===== src/rtl/monkey_state_ctrl.sv =====
// Monkey game-state controller: spawn, play, airborne, dying and game-over
// sequencing. Also gates keyboard keys to the movement block and tracks lives.
`timescale 1ns / 1ps
module monkey_state_ctrl #(
  parameter int unsigned START_LIVES  = 3,
  parameter int unsigned DEATH_FRAMES = 60,
  parameter int          FALL_LIMIT_Y = 440
) (
  input  logic               clk,
  input  logic               resetN,
  input  logic               startOfFrame,
  input  logic               startGame,
  input  logic               leftPressed,
  input  logic               rightPressed,
  input  logic               upPressed,
  input  logic               downPressed,
  input  logic               onRope,
  input  logic               onBlock,
  input  logic               hazardHit,
  input  logic signed [10:0] topLeftY,
  output logic               leftOut,
  output logic               rightOut,
  output logic               upOut,
  output logic               downOut,
  output logic               moveResetN,
  output logic [1:0]         lives,
  output logic               gameOver,
  output logic [2:0]         state
);

  // Wide enough to hold DEATH_FRAMES itself, never narrower than 6 bits.
  localparam int unsigned CntBits =
      ($clog2(DEATH_FRAMES + 1) > 6) ? $clog2(DEATH_FRAMES + 1) : 6;
  localparam logic [CntBits-1:0] LastFrame  = CntBits'(DEATH_FRAMES - 1);
  localparam logic [1:0]         StartLives = 2'(START_LIVES);
  localparam logic signed [10:0] FallLimit  = 11'(FALL_LIMIT_Y);

  typedef enum logic [2:0] {
    StIdle     = 3'd0,
    StSpawn    = 3'd1,
    StPlay     = 3'd2,
    StAir      = 3'd3,
    StDying    = 3'd4,
    StGameOver = 3'd5
  } stateT;

  stateT              stateQ;
  stateT              stateNext;
  logic [1:0]         livesQ;
  logic [CntBits-1:0] frameCnt;
  logic               upArmed;
  logic               upGate;
  logic               footing;
  logic               fellOff;
  logic               deathDone;

  assign footing   = onRope | onBlock;
  assign fellOff   = topLeftY > FallLimit;
  // The frame pulse that brings the counter up to DEATH_FRAMES ends DYING.
  assign deathDone = startOfFrame && (frameCnt >= LastFrame);

  // Next-state decode; hazard beats every other transition in PLAY/AIR.
  always_comb begin
    stateNext = stateQ;
    case (stateQ)
      StIdle:     if (startGame) stateNext = StSpawn;
      StSpawn:    if (startOfFrame) stateNext = StPlay;
      StPlay: begin
        if (hazardHit) stateNext = StDying;
        else if (startOfFrame && !footing) stateNext = StAir;
      end
      StAir: begin
        if (hazardHit) stateNext = StDying;
        else if (startOfFrame) begin
          if (footing) stateNext = StPlay;
          else if (fellOff) stateNext = StDying;
        end
      end
      StDying:    if (deathDone) stateNext = (livesQ == 2'd0) ? StGameOver : StSpawn;
      StGameOver: if (startGame) stateNext = StSpawn;
      default:    stateNext = StIdle;
    endcase
  end

  // Up passes while armed, or always on a rope so climbing is not throttled.
  always_comb begin
    upGate = upPressed & (onRope | upArmed) & (stateNext == StPlay);
  end

  // State, lives, death timer, jump arming and registered outputs.
  always_ff @(posedge clk or negedge resetN) begin
    if (!resetN) begin
      stateQ     <= StIdle;
      livesQ     <= StartLives;
      frameCnt   <= '0;
      upArmed    <= 1'b1;
      leftOut    <= 1'b0;
      rightOut   <= 1'b0;
      upOut      <= 1'b0;
      downOut    <= 1'b0;
      moveResetN <= 1'b0;
      gameOver   <= 1'b0;
    end else begin
      stateQ <= stateNext;

      if (stateNext == StDying && stateQ != StDying) begin
        livesQ   <= (livesQ == 2'd0) ? 2'd0 : livesQ - 2'd1;
        frameCnt <= '0;
      end else if (stateQ == StDying && startOfFrame) begin
        frameCnt <= frameCnt + 1'b1;
      end
      if (stateQ == StGameOver && stateNext == StSpawn) livesQ <= StartLives;

      if (upGate && onBlock && !onRope) upArmed <= 1'b0;
      else if (!upPressed)              upArmed <= 1'b1;

      // Outputs are decoded from the state being entered so they line up with it.
      leftOut    <= leftPressed  & ((stateNext == StPlay) | (stateNext == StAir));
      rightOut   <= rightPressed & ((stateNext == StPlay) | (stateNext == StAir));
      downOut    <= downPressed  & (stateNext == StPlay);
      upOut      <= upGate;
      moveResetN <= (stateNext == StPlay) | (stateNext == StAir) | (stateNext == StDying);
      gameOver   <= (stateNext == StGameOver);
    end
  end

  assign lives = livesQ;
  assign state = stateQ;

endmodule


===== config.mk =====
export PLATFORM = sky130hd
export DESIGN_NAME = monkey_state_ctrl
export DESIGN_NICKNAME = d
export VERILOG_FILES = /design/src/rtl/monkey_state_ctrl.sv
export SDC_FILE = /design/constraint.sdc
export NUM_CORES = 1
export LEC_CHECK = 0
export ABC_CLOCK_PERIOD_IN_PS = 2100
export CAP_MARGIN = 40
export CORE_ASPECT_RATIO = 1.2
export CORE_MARGIN = 8
export CORE_UTILIZATION = 44
export DETAILED_ROUTE_END_ITERATION = 16
export PLACE_DENSITY = 0.84
export SLEW_MARGIN = 10
export SYNTH_ARGS = -nofsm -noshare
export SYNTH_HDL_FRONTEND = slang
export SYNTH_SLANG_ARGS = --single-unit

===== constraint.sdc =====
create_clock -name clk -period 2.1 [get_ports clk]
set_input_delay 0.63 -clock clk [delete_from_list [all_inputs] [get_ports clk]]
set_output_delay 0.63 -clock clk [all_outputs]
set_load 0.02 [all_outputs]

==> run_results.csv <==
group,metric,value,unit
cts,cts_tree,"built",
logic_synthesis,synth.avg_cell_area,9.83,sq um
power,finalPower,1.46,mW
timing,period_share,0.980,
routing,vias_per_cell,5.31,
worst_setup_path,path_class,"input port to register",
worst_setup_path,critPathCaptureType,"register",
logic_synthesis,synth_edf_count,0,
power,ir_drop,0.832,mV
cts,numCtsBuffers,3,
logic_synthesis,ys_ff_latch,18,
floorplan,dieHeight,67.0,um
cts,clkLatencyLatePin,0.28,ns
timing,fin_crit,2.06,ns
worst_setup_path,startpoint_type,"input port",
finish,nets,166,
logic_synthesis,syn_nets,120,
timing,rsz0062_at_grt,"false",
logic_synthesis,synth.distinct_cells,38,
logic_synthesis,yosysMostFrequentCell,"dfrtp_1",
floorplan,rows,18,
routing,route.detailed.drc,0,
logic_synthesis,synth.top_cells.by_count,"dfrtp_1 (15), a21oi_1 (7), nand2_1 (7), nor2_1 (7), o21ai_0 (6)",
timing,hold_violations,0,
floorplan,core-area,0.00205,sq mm
global_routing,antenna_found_initial,0,
routing,totalWireLength,2480,um
routing,wl_per_cell,14.4,um
floorplan,start_util,0.465,
timing,tns,0,ns
cts,clkSlewWorstSetupHoldPaths,0.10,ns
finish,area_growth_syn_to_layout,50.9,%
placed_design,placed_cells,168,
timing,slew_headroom,0.775,
cts,cts_buffer_depth,2,
timing,setup_viol,0,
cts,cts.sinks,18,
global_routing,grt_pass1_vias,923,
status,status,"finished clean",
logic_synthesis,syn-cell-area,953,sq um
placed_design,place_congestion,0.829,
logic_synthesis,synthCells,97,
logic_synthesis,netlist.area_leader.share,0.394,
timing,worst_pin_slew,0.337,ns
power,p_per_area,1010,mW/mm^2
min_path,hold_class,"register to register",
finish,drive_above_1_share,0.204,
finish,layoutNonFillerInstCount,172,
logic_synthesis,ys.flop_type,"dfrtp_1",
global_routing,grt_max_degree,19,
worst_setup_path,worstPathMaxFanout,3,
cts,htreeDepth,1,
placed_design,dp_hpwl,1960,um
global_routing,grt_usage,0.131,
routing,drtIter0Drc,14,
power,p_leak,0.655,nW
timing,fin_skew,0.00542,ns
worst_setup_path,cp.arrival,2.23,ns
cts,post-cts-setup-buffers,0,
logic_synthesis,synthTopCellsByArea,"dfrtp_1 (39%), dfstp_2 (8.3%), a21oi_1 (3.7%)",
floorplan,dieWidth,58.5,um
global_routing,grt_pass1_wl,4050,um
timing,fmax,0.486,GHz
finish,diodes,0,
routing,vias,914,
finish,fill_cells,155,
logic_synthesis,synth_warnings,0,
flow_run,maxCapViolCount,0,
floorplan,ios,33,
timing,hold_slack,0.521,ns
logic_synthesis,asyncSetResetFlopFracSynth,1.00,
logic_synthesis,yosysTopAreaCell,"dfrtp_1",
logic_synthesis,ys_seq_area_frac,0.476,
timing,drv_slew,0,
global_routing,overflow,0,
placed_design,io_buffers,32,
cts,ctsRootBufferMaster,"clkbuf_4",
floorplan,dieArea,0.00392,sq mm
routing,drtPass1Iterations,4,
routing,detail-route-antenna-nets,0,
worst_setup_path,required,2.27,ns
## critical path: stages
cell and delay (ns):
clkdlybuf4s50_1 0.50, nand4_1 0.14, or4_1 0.52, nand3_1 0.10
and2_4 0.15, inv_2 0.03, and2_1 0.15
## cell usage in the layout, fill, tap and decap left out, drive strengths merged, types with 2 or more instances in the layout
master         instances
a31oi                  2
nor2b                  2
dlymetal6s2s           5
a21oi                  8
buf                   10
clkbuf                 4
nand2b                 2
or3                    2
clkdlybuf4s50         26
dfstp                  3
o21ai                  8
nand2                  7
nor2                   7
nand3                  4
nand4                  3
nor3b                  2
nand3b                 2
inv                    5
and2                   4
dfrtp                 15
xor2                   3
o21a                   2
## routing by layer
metal,share of wire,vias up,GRT usage,routed length (um)
met5,0,-,0,0
met1,0.42,448,0.145,1040
met3,0.057,2,0.0405,142
met4,0.0061,0,0.0399,15
met2,0.52,20,0.232,1280
li1,-,444,-,-
## sequential cells by signal, indices dropped and copies added, names as in the netlist
signal,cells
leftOut,1
moveResetN,1
lives,2
upOut,1
upArmed,1
state,3
gameOver,1
downOut,1
rightOut,1
frameCnt,6
## metrics by stage
step / util / instance area, sq um / worst slack [ns]
2_1_floorplan: - / 953 / 0.143
3_3_place_gp: 0.671 / 1380 / -0.239
3_5_place_dp: 0.671 / 1380 / -0.265
4_1_cts: 0.689 / 1410 / 0.000502
5_1_grt: 0.702 / 1440 / 0.00237
6_report: 0.702 / 1440 / 0.0428
## power by group
group / internal (mW) / switching, mW
Clock: 0.105 / 0.0987
Combinational: 0.322 / 0.353
Sequential: 0.469 / 0.109
Total: 0.896 / 0.560
## cells by family after synthesis
logic type | Yosys count | share of synthesized area
AOI/OAI and AO/OA | 25 | 0.177
xor gates and xnor gates | 3 | 0.0276
and+or+nand+nor | 44 | 0.274
buffers and inverters | 6 | 0.0315
adders and majority gates | 1 | 0.0131
DFF | 18 | 0.476
## cell type report
| cell class | count | area [sq um] | share of cell area |
|---|---|---|---|
| multi-input combinational | 73 | 480 | 0.334 |
| inverter | 5 | 18.8 | 0.0130 |
| sequential | 18 | 455 | 0.317 |
| tap | 30 | 37.5 | 0.0261 |
| clock buffer | 4 | 36.3 | 0.0252 |
| timing repair buffer | 42 | 410 | 0.285 |
## what timing repair did
item,in CTS,in global routing
resized for setup,2,9
hold buffers,0,0
pin swaps,0,3
endpoints found under the setup margin,2,9
## final timing paths
kind | startpoint | endpoint | slack [ns] | cells past startpoint
worst max-delay path | startOfFrame | gameOver$_DFF_PN0_ | 0.04 | 7
worst min-delay path | lives[1]$_DFFE_PN1P_ | lives[1]$_DFFE_PN1P_ | 0.52 | 2
worst max register to register | state[0]$_DFF_PN0_ | upArmed$_DFFE_PN1P_ | 0.34 | 5
worst min register to register | lives[1]$_DFFE_PN1P_ | lives[1]$_DFFE_PN1P_ | 0.52 | 2
max in group asynchronous | resetN | upArmed$_DFFE_PN1P_ | 1.19 | 2
min in group asynchronous | resetN | state[2]$_DFF_PN0_ | 0.66 | 2
Power figures use the tool's default switching activity.
